### config.mk
export PLATFORM = sky130hd
export DESIGN_NAME = axis_fifo_wr_arbiter
export DESIGN_NICKNAME = d
export VERILOG_FILES = /design/src/rtl/axis_fifo_wr_arbiter.sv
export SDC_FILE = /design/constraint.sdc
export NUM_CORES = 1
export LEC_CHECK = 0
export BUFFER_PORTS_ARGS = -buffer_cell sky130_fd_sc_hd__buf_2
export CORE_MARGIN = 2
export CORE_UTILIZATION = 49
export CTS_CLUSTER_DIAMETER = 200
export DETAILED_ROUTE_END_ITERATION = 10
export PLACE_DENSITY = 0.8
export SLEW_MARGIN = 20
export SYNTH_ARGS = -nofsm -noshare
export SYNTH_HDL_FRONTEND = slang
export SYNTH_SLANG_ARGS = --single-unit
export TNS_END_PERCENT = 50
### constraint.sdc
create_clock -name aclk -period 2.07 [get_ports aclk]
set_input_delay 0.414 -clock aclk [delete_from_list [all_inputs] [get_ports aclk]]
set_output_delay 0.414 -clock aclk [all_outputs]
set_load 0.02 [all_outputs]
### src/rtl/axis_fifo_wr_arbiter.sv
// Two-port AXI-Stream to FIFO write arbiter.
// Round-robin between two slave ports, with the grant locked for a whole packet.
// Beats are forwarded combinationally to the FIFO write port. Per-port packet counters wrap at 16 bits.
module axis_fifo_wr_arbiter #(
    parameter int unsigned DATA_W = 8
) (
    input  logic              aclk,
    input  logic              aresetn,
    input  logic [DATA_W-1:0] s0_axis_tdata,
    input  logic              s0_axis_tvalid,
    input  logic              s0_axis_tlast,
    output logic              s0_axis_tready,
    input  logic [DATA_W-1:0] s1_axis_tdata,
    input  logic              s1_axis_tvalid,
    input  logic              s1_axis_tlast,
    output logic              s1_axis_tready,
    input  logic              fifo_full,
    output logic              fifo_wr_en,
    output logic [DATA_W-1:0] fifo_data,
    output logic              fifo_last,
    output logic [1:0]        grant,
    output logic [15:0]       pkt_cnt0,
    output logic [15:0]       pkt_cnt1
);

    // The state encoding is the one-hot grant, so grant is read straight from the register.
    typedef enum logic [1:0] {
        StIdle = 2'b00,
        StGnt0 = 2'b01,
        StGnt1 = 2'b10
    } state_e;

    state_e      state_q, state_d;
    logic        last_srv_q, last_srv_d;
    logic [15:0] cnt0_q, cnt0_d;
    logic [15:0] cnt1_q, cnt1_d;
    logic        xfer0, xfer1;

    // Ready depends only on the state and fifo_full, never on tvalid.
    always_comb begin
        s0_axis_tready = (state_q == StGnt0) && !fifo_full;
        s1_axis_tready = (state_q == StGnt1) && !fifo_full;
        xfer0          = s0_axis_tvalid && s0_axis_tready;
        xfer1          = s1_axis_tvalid && s1_axis_tready;
    end

    // Next state: arbitrate in idle, then hold the grant until the granted port's tlast beat.
    always_comb begin
        state_d    = state_q;
        last_srv_d = last_srv_q;
        cnt0_d     = cnt0_q;
        cnt1_d     = cnt1_q;
        unique case (state_q)
            StIdle: begin
                if (s0_axis_tvalid && s1_axis_tvalid) begin
                    // Contention goes to the port that did not finish the previous packet.
                    state_d = last_srv_q ? StGnt0 : StGnt1;
                end else if (s0_axis_tvalid) begin
                    state_d = StGnt0;
                end else if (s1_axis_tvalid) begin
                    state_d = StGnt1;
                end
            end
            StGnt0: begin
                if (xfer0 && s0_axis_tlast) begin
                    state_d    = StIdle;
                    last_srv_d = 1'b0;
                    cnt0_d     = cnt0_q + 16'd1;
                end
            end
            StGnt1: begin
                if (xfer1 && s1_axis_tlast) begin
                    state_d    = StIdle;
                    last_srv_d = 1'b1;
                    cnt1_d     = cnt1_q + 16'd1;
                end
            end
            default: state_d = StIdle;
        endcase
    end

    // Mux the granted port onto the FIFO write interface; everything is zero while idle.
    always_comb begin
        fifo_wr_en = xfer0 || xfer1;
        fifo_data  = '0;
        fifo_last  = 1'b0;
        unique case (state_q)
            StGnt0: begin
                fifo_data = s0_axis_tdata;
                fifo_last = s0_axis_tlast;
            end
            StGnt1: begin
                fifo_data = s1_axis_tdata;
                fifo_last = s1_axis_tlast;
            end
            default: begin
                fifo_data = '0;
                fifo_last = 1'b0;
            end
        endcase
    end

    // State and counter registers. last_srv resets to 1 so that port 0 wins the first contention.
    always_ff @(posedge aclk or negedge aresetn) begin
        if (!aresetn) begin
            state_q    <= StIdle;
            last_srv_q <= 1'b1;
            cnt0_q     <= 16'd0;
            cnt1_q     <= 16'd0;
        end else begin
            state_q    <= state_d;
            last_srv_q <= last_srv_d;
            cnt0_q     <= cnt0_d;
            cnt1_q     <= cnt1_d;
        end
    end

    assign grant    = state_q;
    assign pkt_cnt0 = cnt0_q;
    assign pkt_cnt1 = cnt1_q;

endmodule

# Yosys cells after proc, flatten, opt, wreduce, memory -nomap -nowiden
# Index checks and enable logic that the tools add are counted.
# Widths: inputs -> output; s select.
# word_totals
regBits	35
inputBits	23
output_inout_bits	46
elab_cells	38
# classes
n_addsub	2
n_eq_ne	5
mux	12
reduce_logical	15
# ops
operator	n
$add 16x1->16 const B	2
$pmux 8 s2	1
$mux 2	6
$logic_and 1x1->1	7
$pmux 2 s3	1
$reduce_and 3->1	2
$ne 2x1->1 const B	2
$ne 4x4->1 const B	1
$pmux 1 s2	2
$reduce_and 2->1	2
$eq 2x1->1 const B	1
$eq 2x2->1 const B	1
$logic_not 2->1	1
$mux 1	2
$reduce_bool 2->1	1
$logic_not 1->1	1
$logic_or 1x1->1	1

# Logic depth before layout (Yosys ltp)
# Gate-level depths: netlist of the first run.
# depth
ltp_word	6
depth_mapped	7
ltp_nobuf	6

# Worst setup path before layout of the first run
# Ideal clock, no wire load.
# synth_path
path_type	register -> output
start	reg state_q[0] (netlist: grant[0])
end	out fifo_data[0]
arrival_time_ps	1572
t_required_ps	1656
path_slack_ps	84
path_stages_with_launch	6
path_buffers	1
path_cell_list	dfrtp_1 -> inv_1 -> ha_1 -> clkbuf_1 -> a22oi_1 -> nor2b_1
# synth_via
elab_chain_cells	2
elab_cells_between_ends	3
classes_between	eq/ne (2); mux (1)
# synth_lines
item	line_no	source
start, declared	33	state_e state_q, state_d;
start signal, assigned	106	state_q <= StIdle;
start signal, assigned	111	state_q <= state_d;
$eq 2x2->1 / $eq 2x1->1 (equally long branches)	87	unique case (state_q)
$pmux 8 s2 *	87	
end, declared	19	output logic [DATA_W-1:0] fifo_data,
# Every way passes the cells marked *; elsewhere a longest branch is shown, timed or not.

# Worst setup path after layout of the first run
# layout_path
start	reg state_q[1] (netlist: grant[1])
end	out fifo_data[0]
# The elaborated chain is that of the path after synthesis.

==> results of run 1 <==
power breakdown:
group / switching (W) / total [W] / internal [W] / leakage [nW]
sequential: 0.0000921 / 0.000855 / 0.000763 / 0.476
combinational: 0.000470 / 0.000821 / 0.000352 / 0.777
clock: 0.000235 / 0.000470 / 0.000235 / 0.0412
total: 0.000797 / 0.00215 / 0.00135 / 1.29
final timing paths:
path / end / depth (start not counted)
max: fifo_data[0] / 6
min: pkt_cnt0[6] / 1
max reg2reg: pkt_cnt1[15] / 7
min reg2reg: pkt_cnt1[15] / 1
max in group asynchronous: grant[1] / 1
min in group aclk: pkt_cnt1[15] / 1
cell families (layout without fill, tap and decap cells):
logic type / count (synthesis) / after routing / synth area share
AOI/OAI and AO/OA: 16 / 16 / 0.0626
DFF: 35 / 35 / 0.477
and+or+nand+nor: 78 / 78 / 0.269
buffers and inverters: 7 / 83 / 0.0150
adders and majority gates: 5 / 5 / 0.0340
xor gates and xnor gates: 30 / 30 / 0.143
layer usage:
layer | wire (um) | part of all wire | GRT usage | up-vias
met5 | 0 | 0 | 0 | -
met1 | 1590 | 0.44 | 0.225 | 701
li1 | - | - | - | 753
met4 | 29 | 0.0079 | 0.0781 | 0
met2 | 1800 | 0.49 | 0.306 | 54
met3 | 227 | 0.062 | 0.0497 | 3
metrics by stage:
stage          area, sq um  hold WS (ps)
2_1_floorplan         1840           118
3_3_place_gp          2240           455
3_5_place_dp          2240           459
4_1_cts               2350           223
5_1_grt               2370           248
6_report              2370           192
timing repair:
item                       4_1_cts  5_1_grt
pin swaps                        0        1
setup buffers                    0        1
setup endpoints to repair       11        9
cloned                           0        0
resized for setup                4        4
hold buffers                     0        0
registers in the layout, indices dropped and copies added (netlist names):
signal / count
grant: 2
last_srv_q: 1
pkt_cnt1: 16
pkt_cnt0: 16
worst reg2reg max path, cell delays in order, from the launching register on:
cell and delay [ps]:
dfrtp_1 420, inv_1 150, ha_4 240, buf_4 150
nand4b_4 120, nor4_4 360, nand3_1 140, xnor2_1 140
placed cells by master, fill, tap and decap left out, drive strengths merged:
master	Yosys	routed
a21oi	2	2
a22oi	11	11
a41o	1	1
and2	1	1
and3	6	6
and3b	1	1
and4	3	3
and4b	1	1
buf	1	71
clkbuf	2	6
clkinv	0	1
clkinvlp	0	1
dfrtp	34	34
dfstp	1	1
ha	5	5
inv	4	4
nand2	21	21
nand2b	2	2
nand3	12	12
nand3b	3	3
nand4	5	5
nand4b	2	2
nor2	6	6
nor2b	11	11
nor4	3	3
o211ai	1	1
o21ai	1	1
or2	1	1
xnor2	22	22
xor2	8	8
area by class of cell:
cell class	count	area, sq um
clock buffer	6	72.6
clock inverter	2	12.5
fill	312	1270
inverter	4	15.0
multi-input combinational	129	962
sequential	35	878
tap	48	60.1
timing repair buffer	71	365
==> flow_summary_export.csv, run 1 <==
group,metric,value,unit
grt,grt_max_degree,36,
clocking,cts_buffer_depth,2,
drt,wl_per_cell,12.4,um
critical_path,r2r_slack,250,ps
drt,drtAntennaViolNets,0,
critical_path,crit_fanout,8,
place,portBuffers,68,
critical_path,r2r_start,"grant[0]",
pwr,power.total,0.00215,W
drt,drc,0,
yosys,avgSynthCellArea,10.8,sq um
clocking,insertion_delay,280,ps
floorplanning,rows,22,
flow_run,maxCapViolations,0,
min_path,hold_path.class,"in -> async",
floorplanning,coreArea,0.00363,sq mm
timing,fin_worst_skew,3.62,ps
critical_path,cp-startpoint,"grant[1]",
drt,drt-pass1-iter-count,4,
grt,grt_antenna_before_repair,0,
drt,first_iter_violations,29,
critical_path,criticalPathCategory,"reg -> out",
critical_path,crit_required,1660,ps
pwr,p_per_area,907,mW/mm^2
grt,track_usage,0.184,
critical_path,crit_arrival,1550,ps
place,dp_hpwl,2.80,mm
run_status,status,"completed",
timing,slew_viol_final,0,
finish,n_antenna_cell,0,
timing,tns,0,ps
timing,finalCritPeriodShare,0.951,
floorplanning,die_h,65.3,um
yosys,ys_top_cells_by_count,"dfrtp_1 (34), xnor2_1 (22), nand2_1 (21)",
finish,instances_no_fill,295,
timing,max_freq,508,MHz
clocking,clkSinkCount,35,
timing,finalHoldViolCount,0,
yosys,async_flop_share,1.00,
grt,grt_pass1_wl,6.04,mm
floorplanning,die_x,65.3,um
clocking,ctsHtreeMaxLevel,2,
yosys,synth.most_common_cell,"dfrtp_1",
finish,syn2layout_area_growth,28.6,%
critical_path,slowest_delay,420,ps
floorplanning,initial_core_util,0.506,
grt,grt_pass1_vias,1398,
yosys,ys_warn_count,0,
finish,drive_above_1_share,0.360,
yosys,ys_ff_latch,35,
timing,slew_headroom,0.504,
yosys,synth_edf_count,0,
place,pre_cts_ws,10.4,ps
critical_path,cp-end-kind,"output port",
yosys,synth_area_leader_cell,"dfrtp_1",
yosys,postSynthCellCount,171,
yosys,synthFlopType,"dfrtp_1",
timing,finalSetupViolations,0,
floorplanning,die_area,0.00426,sq mm
finish,layout.nets,274,
yosys,netlist_area,0.00184,sq mm
place,gp_congestion,0.757,
timing,rsz0062_at_grt,"false",
grt,grt-ovfl-total,0,
floorplanning,pin_count,69,
clocking,numCtsBuffers,5,
yosys,synthTopCellsByArea,"dfrtp_1 (46%), xnor2_1 (10%), a22oi_1 (4.5%)",
critical_path,cp-start-kind,"flop",
timing,period_needed,1970,ps
pwr,peakVddDrop,654,uV
clocking,cts_tree,"built",
critical_path,critPathTopFamily,"flip-flops",
drt,via_per_inst,5.12,
timing,worst_pin_slew,745,ps
place,place_inst,286,
drt,vias,1511,
critical_path,crit_slowest_cell,"dfrtp_2",
critical_path,path_cells,"inv_2 -> ha_4 -> buf_4 -> a22oi_1 -> nor2b_1 -> buf_2",
yosys,synth_top_area_frac,0.463,
finish,fin_util,0.651,
critical_path,crit_buf_inv,3,
clocking,cts_root_buf,"clkbuf_8",
pwr,p_leak,1.29,nW
yosys,synth_cell_type_count,29,
drt,wirelength,3.65,mm
clocking,clk_pin_slew,70,ps
timing,setup_ws,102,ps
yosys,ys_seq_area_frac,0.477,
yosys,syn_nets,199,
No activity file was read; power rests on OpenSTA's default activity.
==> run 2: changes to the inputs <==
==> constraint.sdc (replaced) <==
create_clock -name aclk -period 2.07 [get_ports aclk]
set_input_delay 0.1035 -clock aclk [delete_from_list [all_inputs] [get_ports aclk]]
set_output_delay 0.1035 -clock aclk [all_outputs]
set_load 0.02 [all_outputs]
==> flow_summary_export.csv, run 2 (synthesis results as in run 1) <==
group,metric,value,unit
timing,finalHoldViolCount,0,
floorplanning,die_h,65.3,um
drt,wl_met1,1.71,mm
critical_path,crit_required,2280,ps
finish,drive_above_1_share,0.336,
pwr,p_clk_frac,0.246,
clocking,clkSinkCount,35,
drt,first_iter_violations,71,
critical_path,critPathTopFamily,"simple AND/OR/NAND/NOR gates",
place,gp_congestion,0.755,
pwr,internal_power,0.00138,W
clocking,post_cts_resized,0,
timing,whs,203,ps
timing,finalCritPeriodShare,0.857,
min_path,hold_path.class,"in -> reg",
floorplanning,die_area,0.00426,sq mm
timing,setup_ws,295,ps
grt,grt-ovfl-total,0,
pwr,peakVddDrop,545,uV
floorplanning,die_x,65.3,um
place,portBuffers,68,
critical_path,slowest_delay,390,ps
critical_path,crit_slowest_cell,"dfrtp_1",
timing,worst_pin_slew,770,ps
critical_path,crit_buf_inv,1,
flow_run,maxCapViolations,0,
drt,drt-pass1-iter-count,4,
finish,layout_commonest_cell,"buf_2",
clocking,ctsHtreeMaxLevel,2,
pwr,p_switching,0.000786,W
finish,fin_util,0.647,
timing,fin_worst_skew,3.49,ps
pwr,swShare,0.362,
critical_path,r2r_start,"grant[0]",
floorplanning,coreArea,0.00363,sq mm
min_path,holdPathEnd,"grant[0]",
finish,layout.nets,274,
timing,finalSetupViolations,0,
grt,grt_pass1_vias,1457,
drt,dr_wl_met2,1.91,mm
critical_path,crit_arrival,1980,ps
drt,wl_per_cell,13.2,um
clocking,cts_root_buf,"clkbuf_8",
critical_path,crit_fanout,7,
timing,tns,0,ps
clocking,numCtsBuffers,5,
floorplanning,initial_core_util,0.506,
pwr,combPwrFrac,0.364,
place,pre_cts_ws,331,ps
finish,layout_common_cells,"buf_2 (68), dfrtp_1 (34), xnor2_1 (22), nand2_1 (21), nand3_1 (12)",
min_path,whs_path_depth,2,
finish,syn2layout_area_growth,27.9,%
pwr,p_per_area,922,mW/mm^2
clocking,cts_tree,"built",
timing,period_needed,1770,ps
run_status,status,"completed",
clocking,insertion_delay,280,ps
timing,max_freq,564,MHz
place,place_inst,286,
critical_path,timing.rr.end,"pkt_cnt1[7]",
drt,via_per_inst,5.22,
critical_path,cp-end-kind,"flop",
drt,highest_layer,"met4",
floorplanning,pin_count,69,
drt,drtAntennaViolNets,0,
grt,grt_max_degree,36,
floorplanning,rows,22,
clocking,postCtsSetupRepairBufs,0,
timing,slew_headroom,0.487,
min_path,hold_start,"s0_axis_tvalid",
drt,wirelength,3.90,mm
timing,slew_viol_final,0,
clocking,clk_pin_slew,70,ps
pwr,p_leak,1.31,nW
clocking,cts_buffer_depth,2,
grt,grt_pass1_wl,6.69,mm
critical_path,cp-start-kind,"flop",
drt,drc,0,
critical_path,r2r_cells,6,
grt,grt_antenna_before_repair,0,
finish,instances_no_fill,295,
place,dp_hpwl,2.90,mm
drt,routed-wl-met3,211,um
critical_path,criticalPathCategory,"reg -> reg",
grt,track_usage,0.203,
drt,vias,1541,
timing,rsz0062_at_grt,"false",
finish,n_antenna_cell,0,
pwr,power.share.sequential,0.390,
critical_path,path_cells,"inv_1 -> ha_1 -> and4b_1 -> and3_1 -> and3b_1 -> xor2_1",
critical_path,r2r_slack,300,ps
## run 2: cell type report
class,instances,area (sq um)
flip-flops and latches,35,877
fillers,304,1280
repair buffers,71,365
inverters,4,15.0
multi-input cells,129,935
clock buffers,8,100
well taps,48,60.1
## run 2: how the worst max path moves through the flow
stage | from | to | cells past startpoint
5_1_grt | grant[1] | pkt_cnt0[15] | 6
2_1_floorplan | grant[0] | pkt_cnt1[7] | 7
3_5_place_dp | grant[1] | pkt_cnt0[15] | 6
4_1_cts | grant[1] | pkt_cnt0[15] | 6
3_3_place_gp | grant[1] | pkt_cnt0[15] | 6
6_report | grant[0] | pkt_cnt1[7] | 6
## run 2: power by group through the flow
stage | Combinational, W | Clock (W) | Sequential (W)
global placement | 0.000778 | 0 | 0.000856
global route | 0.000871 | 0.000576 | 0.000857
finish | 0.000791 | 0.000533 | 0.000845
CTS | 0.000795 | 0.000544 | 0.000844
floorplan | 0.000456 | 0 | 0.000919
detailed placement | 0.000792 | 0 | 0.000854
## run 2: metal layers
| metal | up-vias | GRT usage |
|---|---|---|
| met4 | 0 | 0.0703 |
| met1 | 728 | 0.249 |
| li1 | 750 | - |
| met5 | - | 0 |
| met3 | 8 | 0.0565 |
| met2 | 55 | 0.342 |
## run 2: metrics by stage
step / area (sq um) / total power, W
6_report: 2350 / 0.00217
3_5_place_dp: 2240 / 0.00165
2_1_floorplan: 1840 / 0.00138
4_1_cts: 2350 / 0.00218
3_3_place_gp: 2240 / 0.00163
5_1_grt: 2350 / 0.00230
## run 2: repair_timing
item	in CTS	in global routing
hold endpoints to repair	34	0
setup endpoints to repair	0	0
hold buffers	1	0
==> run 3: changes to the inputs <==
--- a/config.mk
+++ b/config.mk
@@ -5,12 +5,12 @@
 export SDC_FILE = /design/constraint.sdc
 export NUM_CORES = 1
 export LEC_CHECK = 0
-export BUFFER_PORTS_ARGS = -buffer_cell sky130_fd_sc_hd__buf_2
 export CORE_MARGIN = 2
-export CORE_UTILIZATION = 49
+export CORE_UTILIZATION = 62
 export CTS_CLUSTER_DIAMETER = 200
 export DETAILED_ROUTE_END_ITERATION = 10
-export PLACE_DENSITY = 0.8
+export DONT_BUFFER_PORTS = 1
+export PLACE_DENSITY = 0.78
 export SLEW_MARGIN = 20
 export SYNTH_ARGS = -nofsm -noshare
 export SYNTH_HDL_FRONTEND = slang
==> flow_summary_export.csv, run 3 (synthesis results as in run 1) <==
group,metric,value,unit
run_status,status,"completed",
timing,setup_ws,116,ps
timing,finalSetupViolations,0,
place,gp_congestion,0.809,
critical_path,cp-start-kind,"flop",
pwr,p_per_area,929,mW/mm^2
floorplanning,coreArea,0.00278,sq mm
drt,via_per_inst,6.25,
finish,instances_no_fill,219,
clocking,cts_root_buf,"clkbuf_4",
floorplanning,rows,19,
critical_path,path_cells,"inv_1 -> ha_1 -> buf_4 -> a22oi_1 -> nor2b_1",
finish,layout_common_cells,"dfrtp_1 (34), xnor2_1 (22), nand2_1 (21), nand3_1 (12)",
drt,wirelength,3.64,mm
finish,layout.nets,215,
grt,grt_pass1_vias,1428,
timing,fin_worst_skew,8.12,ps
timing,tns,0,ps
place,dp_hpwl,2.73,mm
clocking,ctsHtreeMaxLevel,2,
critical_path,crit_arrival,1850,ps
timing,finalCritPeriodShare,0.944,
floorplanning,pin_count,69,
timing,slew_viol_final,0,
pwr,power.total,0.00189,W
timing,period_needed,1950,ps
critical_path,crit_required,1970,ps
timing,whs,20.5,ps
critical_path,cp-end-kind,"output port",
floorplanning,die_h,58.5,um
timing,max_freq,512,MHz
critical_path,criticalPathCategory,"reg -> out",
place,place_inst,204,
grt,track_usage,0.234,
clocking,cts_buffer_depth,2,
finish,syn2layout_area_growth,10.7,%
drt,drtAntennaViolNets,0,
drt,drc,0,
finish,drive_above_1_share,0.101,
drt,drt-pass1-iter-count,4,
clocking,insertion_delay,340,ps
pwr,p_leak,0.992,nW
min_path,hold_path.class,"in -> reg",
critical_path,critPathTopFamily,"flip-flops",
drt,wl_per_cell,16.6,um
critical_path,crit_buf_inv,2,
timing,slew_headroom,0.708,
clocking,clkSinkCount,35,
place,pre_cts_ws,260,ps
finish,layout_commonest_cell,"dfrtp_1",
critical_path,slowest_delay,410,ps
critical_path,crit_slowest_cell,"dfrtp_1",
timing,finalHoldViolCount,0,
grt,grt_pass1_wl,6.03,mm
timing,worst_pin_slew,436,ps
floorplanning,die_x,58.5,um
drt,first_iter_violations,52,
drt,vias,1368,
flow_run,maxCapViolations,0,
grt,grt_max_degree,36,
finish,n_antenna_cell,0,
floorplanning,die_area,0.00342,sq mm
clocking,numCtsBuffers,5,
floorplanning,initial_core_util,0.661,
grt,grt_antenna_before_repair,0,
pwr,peakVddDrop,766,uV
place,portBuffers,0,
clocking,cts_tree,"built",
timing,rsz0062_at_grt,"false",
critical_path,crit_fanout,9,
clocking,clk_pin_slew,100,ps
grt,grt-ovfl-total,0,
==> run 3: cell count changes in the layout (fill, tap and decap cells not counted), sizes merged <==
| cell | previous run | this run |
|---|---|---|
| clkbuf | 8 | 6 |
| buf | 70 | 6 |
| clkinvlp | 0 | 1 |
| dlygate4sd3 | 1 | 6 |
| clkinv | 0 | 1 |
==> run 3: area by class of cell <==
type                            count  area [sq um]
Inverter                            4          15.0
Clock buffer                        6          41.3
Sequential cell                    35           877
Fill cell                         200           744
Multi-Input combinational cell    129           935
Clock inverter                      2          12.5
Timing Repair Buffer               12           118
Tap cell                           31          38.8
==> run 3: what timing repair did <==
item | in CTS | in global routing
endpoints found under the hold margin | 40 | 1
gates resized for setup | 0 | 0
buffers inserted | 0 | 0
hold buffers | 6 | 1
==> run 3: power by group <==
| group | switching [W] | internal [W] | total, W |
|---|---|---|---|
| clock network | 0.000225 | 0.000131 | 0.000356 |
| logic | 0.000366 | 0.000257 | 0.000623 |
| registers | 0.000153 | 0.000759 | 0.000912 |
==> run 3: metal layers <==
layer / routed length [um] / up-vias / part of all wire / GRT usage
met5: 0 / - / 0 / 0
met4: 48 / 0 / 0.013 / 0.120
li1: - / 628 / - / -
met3: 330 / 6 / 0.091 / 0.0923
met1: 1360 / 663 / 0.37 / 0.262
met2: 1900 / 71 / 0.52 / 0.385
==> run 3: per-stage QoR <==
stage,util,instance area (sq um)
3_5_place_dp,0.684,1900
5_1_grt,0.732,2040
2_1_floorplan,-,1840
6_report,0.732,2040
4_1_cts,0.729,2030
3_3_place_gp,0.684,1900
==> run 3: worst paths after layout <==
check                           slack (ps)           start      endpoint  cells after the start
worst min-delay path                    20  s1_axis_tvalid      grant[0]                      2
worst max register to register         210        grant[0]   pkt_cnt1[0]                      5
worst max-delay path                   120        grant[0]  fifo_data[5]                      5
min in group asynchronous              210         aresetn  pkt_cnt0[12]                      2
worst min register to register         490      last_srv_q    last_srv_q                      2
max in group asynchronous             1620         aresetn    last_srv_q                      2
